[src/rtl/multiplication_algo_pkg.sv]
// -----------------------------------------------------------------------------
// multiplication_algo_pkg
// Shared definitions for the repeated-addition multiplier:
//   - DEFAULT_WIDTH : default operand width in bits (result is 2*WIDTH bits)
//   - state_t       : controller state encoding (IDLE, BUSY)
// -----------------------------------------------------------------------------
package multiplication_algo_pkg;

  localparam int DEFAULT_WIDTH = 4;

  typedef enum logic {
    IDLE = 1'b0,
    BUSY = 1'b1
  } state_t;

endpackage : multiplication_algo_pkg

[src/rtl/multiplication_algo.sv]
// -----------------------------------------------------------------------------
// multiplication_algo
// Unsigned sequential multiplier: mult_out = in_a * in_b, computed by adding
// in_a into an accumulator in_b times. One adder and one down-counter.
//
// Ports:
//   clk        in   rising-edge clock
//   rst_n      in   synchronous active-low reset
//   in_a       in   [WIDTH-1:0]   multiplicand
//   in_b       in   [WIDTH-1:0]   multiplier / iteration count
//   valid_in   in   operands valid this cycle
//   ready_out  out  block idle, operands accepted on the next edge if valid_in
//   mult_out   out  [2*WIDTH-1:0] product, holds the last result
//   valid_out  out  one-cycle pulse marking a new product on mult_out
//
// Handshake: operands transfer on a rising edge where valid_in and ready_out
// are both high. There is no operand buffer; valid_in while busy is dropped,
// so the source must keep valid_in and its operands stable until it sees
// ready_out high. valid_out is a single-cycle strobe with no back-pressure.
//
// Timing: accept at edge 0, valid_out rises at edge in_b+1. valid_out and
// ready_out are high together in the completion cycle, so a new accept can
// land on the edge that clears valid_out.
// -----------------------------------------------------------------------------
module multiplication_algo
  import multiplication_algo_pkg::*;
#(
  parameter int WIDTH = DEFAULT_WIDTH
) (
  input  logic               clk,
  input  logic               rst_n,
  input  logic [WIDTH-1:0]   in_a,
  input  logic [WIDTH-1:0]   in_b,
  input  logic               valid_in,
  output logic               ready_out,
  output logic [2*WIDTH-1:0] mult_out,
  output logic               valid_out
);

  state_t               r_state;
  state_t               w_state_nxt;
  logic [WIDTH-1:0]     r_a;
  logic [WIDTH-1:0]     r_cnt;
  logic [2*WIDTH-1:0]   r_acc;
  logic [2*WIDTH-1:0]   r_mult;
  logic                 r_valid;

  logic                 w_accept;
  logic                 w_cnt_zero;
  logic [2*WIDTH-1:0]   w_a_ext;
  logic [2*WIDTH-1:0]   w_acc_sum;

  assign w_accept   = (r_state == IDLE) && valid_in;
  assign w_cnt_zero = (r_cnt == '0);
  assign w_a_ext    = {{WIDTH{1'b0}}, r_a};
  // (2^W-1)^2 < 2^(2W): the accumulator cannot wrap, no carry-out needed.
  assign w_acc_sum  = r_acc + w_a_ext;

  // ---------------------------------------------------------------------------
  // Controller: state register
  // ---------------------------------------------------------------------------
  always_ff @(posedge clk) begin
    if (!rst_n) begin
      r_state <= IDLE;
    end else begin
      r_state <= w_state_nxt;
    end
  end

  // ---------------------------------------------------------------------------
  // Controller: next state
  // ---------------------------------------------------------------------------
  always_comb begin
    w_state_nxt = r_state;
    case (r_state)
      IDLE:    if (w_accept)   w_state_nxt = BUSY;
      BUSY:    if (w_cnt_zero) w_state_nxt = IDLE;
      default: w_state_nxt = IDLE;
    endcase
  end

  // ---------------------------------------------------------------------------
  // Datapath: operand capture, accumulate/count, result publish
  // ---------------------------------------------------------------------------
  always_ff @(posedge clk) begin
    if (!rst_n) begin
      r_a     <= '0;
      r_cnt   <= '0;
      r_acc   <= '0;
      r_mult  <= '0;
      r_valid <= 1'b0;
    end else begin
      // valid_out is a strobe: cleared on every edge unless re-asserted below.
      r_valid <= 1'b0;
      case (r_state)
        IDLE: begin
          if (w_accept) begin
            r_a   <= in_a;
            r_cnt <= in_b;
            r_acc <= '0;
          end
        end
        BUSY: begin
          if (!w_cnt_zero) begin
            r_acc <= w_acc_sum;
            r_cnt <= r_cnt - WIDTH'(1);
          end else begin
            // Only the final sum reaches mult_out; partial sums stay internal.
            r_mult  <= r_acc;
            r_valid <= 1'b1;
          end
        end
        default: ;
      endcase
    end
  end

  assign ready_out = (r_state == IDLE);
  assign mult_out  = r_mult;
  assign valid_out = r_valid;

endmodule : multiplication_algo

[config.mk]
export PLATFORM = sky130hd
export DESIGN_NAME = multiplication_algo
export DESIGN_NICKNAME = d
export VERILOG_FILES = /design/src/rtl/multiplication_algo_pkg.sv /design/src/rtl/multiplication_algo.sv
export SDC_FILE = /design/constraint.sdc
export NUM_CORES = 1
export LEC_CHECK = 0
export CAP_MARGIN = 30
export CELL_PAD_IN_SITES_DETAIL_PLACEMENT = 1
export CELL_PAD_IN_SITES_GLOBAL_PLACEMENT = 1
export CORE_MARGIN = 3
export CORE_UTILIZATION = 37
export CTS_CLUSTER_SIZE = 16
export DETAILED_ROUTE_END_ITERATION = 6
export HOLD_SLACK_MARGIN = 0.12
export PLACE_DENSITY_LB_ADDON = 0.2
export SLEW_MARGIN = 10
export SYNTH_ARGS = -nofsm -noshare
export SYNTH_HDL_FRONTEND = slang
export SYNTH_SLANG_ARGS = --single-unit
export TNS_END_PERCENT = 5
[constraint.sdc]
create_clock -name clk -period 1.8 [get_ports clk]
set_input_delay 0.54 -clock clk [delete_from_list [all_inputs] [get_ports clk]]
set_output_delay 0.54 -clock clk [all_outputs]
set_load 0.05 [all_outputs]
==> run metrics <==
outcome complete, no violations; H-tree lvl count 1; Syn Area/Cell 8.18 um^2; Area Growth Syn to Fin 32.5%; worst reg2reg endpoint r_acc[6]; setup TNS 0 ns; Remaining Overflow, GRT 0; DR iter-0 viols 27; Total Routing Usage GR 0.174; Reg-to-Reg Start r_acc[0]; Placed Area 0.00148 mm^2; PnR worst setup slack 0.0562 ns; final core utilization 0.541; Post-Place Cells 211; asr flop ratio synth 0; Slew headroom 0.713; Synthesized Nets 163; post-synthesis adder-cell area fraction 0.0692; antenna diode count 0; P_leak 0.620 nW; most common cell after layout, fill and taps aside nand2_1; slowest library cell on the worst path or4_1; pin count of the biggest net entering global routing 22; Die Span X 62.8 um; TritonCTS Sinks 26; Post-synth EDFFs 0; Post-CTS Setup Bufs 0; CP max FO 4; post-synthesis compound-gate area fraction 0.216; row cnt 19; vias post-DR 1140; xor/xnor share of the synthesized area 0.00734; first drt pass iteration count 4; post-place setup slack -0.0973 ns; final hold slack 0.466 ns; Hold Path End mult_out[1]; top_reg_cell synth dfxtp_1; Root Driver clkbuf_4; Die Area 0.00394 mm^2; fin area 0.00158 mm^2; min-delay src mult_out[1]; Setup Viol. Count Final 0; RSZ-0062 raised after global routing no; total wire length 3150 um; Syn Inst Count 146; min cycle time layout 1.74 ns; routability cong. 0.852; hold depth 2; VDD IR max 388 uV; Final Instance Count excl. Fillers 215; TritonCTS Buffers 3; port bufs 20; nature of the critical path startpoint flip-flop; mux cell area share after synthesis 0; Final Skew 0.0138 ns; I/O pins 21; leading area contributor after synthesis dfxtp_1; Detail Placement HPWL 2370 um; Final Hold Vio Count 0; post-route DRC violation count 0; worst slew pin tran 0.428 ns; Layout Nets 191; Reg2Reg Depth 6; core area 0.00292 mm^2; crit-path cells ha_2 -> fa_2 -> a21o_1 -> a21oi_4 -> or4_1 -> a21boi_1; CP required 2.06 ns; CTS tree yes; delay-heaviest family, CP adder cells; CP Capture Type flip-flop; Die Y 62.8 um; Synth Area in Simple Gates 0.239; Synth warnings 0; worst skew pair latency 0.33 ns; Pwr Total 1.29 mW; initial antenna violation count 0; worst endpoint data arrival time 2.00 ns; first-pass GRT wire length 5480 um; Pins Over Slew Limit 0; max-cap violations 0; largest family of logic cells by synthesized area simple AND/OR/NAND/NOR gates; number of synthesized register bits 26; Worst Hold Class reg -> reg; Yosys cell types 36; ranking of synthesized cells by area dfxtp_1, nand2_1, a21oi_1; pwr dens 813 mW/mm^2; top-area cell type share of the netlist area 0.436; clk slew on worst S/H paths 0.15 ns; sequential share of the synthesized area 0.436; initial core utilization 0.408; layout cells sized above 1 0.191; via/cell ratio 5.30; vias in the first global route 1140; Final ANT Viol Nets 0; f_max 573 MHz; most frequent cells in the layout nand2_1, dfxtp_1, a21oi_1, buf_4, clkdlybuf4s50_1; R2R Setup Slk 0.06 ns; clk buf depth 2; Buffers & Inverters on Critical Path 0; cts hold-fix bufs 0; CP max stage delay 0.42 ns; synthesized area 0.00119 mm^2; routed len/inst 14.6 um; crit share post-route 0.969; WS Path Type reg -> reg
==> layer usage <==
metal,wire length (um),global-route usage,part of all wire,vias to the layer above
met5,0,0,0,-
met2,1530,0.316,0.49,29
met4,40,0.0496,0.013,0
met1,1430,0.209,0.46,536
li1,-,-,-,570
met3,144,0.0288,0.046,5
==> how the worst max path moves through the flow <==
stage	start	cells after the start	to	slack, ns
global placement	valid_in	4	r_acc[6]	-0.06
finish	r_acc[0]	6	r_acc[6]	0.06
detailed placement	valid_in	4	r_acc[7]	-0.1
floorplan	r_a[0]	6	r_acc[4]	0.23
global route	r_acc[0]	6	r_acc[6]	0.0007
CTS	r_a[0]	6	r_acc[6]	0.008
==> cell usage after synthesis, drive strengths merged, types with 2 or more instances <==
master / count
nand3: 6
nand4: 2
inv: 4
o21ai: 3
or3: 2
or4: 2
a21o: 4
o31ai: 2
dfxtp: 26
a21boi: 3
nor2: 8
nand2b: 3
a31oi: 2
a21oi: 19
clkbuf: 5
nand2: 34
ha: 5
==> cell families after synthesis <==
group           after synthesis
flops                        26
fa+ha+maj                     6
buf+inv                      10
simple gates                 62
xor+xnor                      1
compound gates               41
==> tightest hold or removal path: cells and delay by family, from the launching register on <==
family	cells	cell delay (ns)
AO/OA/AOI/OAI	1	0.05
flip-flops	1	0.34
AND/OR/NAND/NOR	1	0.05
==> flip-flops by register name (all words and copies together) (netlist names) <==
signal     count
r_a            4
r_cnt          4
mult_out       8
r_state        1
valid_out      1
r_acc          8
==> timing repair <==
action	CTS	global route
endpoints found under the hold margin	0	0
pin swaps	0	0
setup endpoints to repair	3	7
resized for setup	2	9
==> final cells by class <==
| type | instances | area (um^2) |
|---|---|---|
| clock inverters | 1 | 30.0 |
| inverters | 4 | 15.0 |
| multi-input cells | 110 | 682 |
| repair buffers | 29 | 255 |
| fillers | 365 | 1340 |
| clock buffers | 3 | 22.5 |
| well taps | 42 | 52.6 |
| flip-flops and latches | 26 | 524 |
==> report_power, final <==
group	internal, mW	switching, mW
logic	0.117	0.134
clock network	0.225	0.177
registers	0.600	0.0324
(Power assumes the default switching activity.)
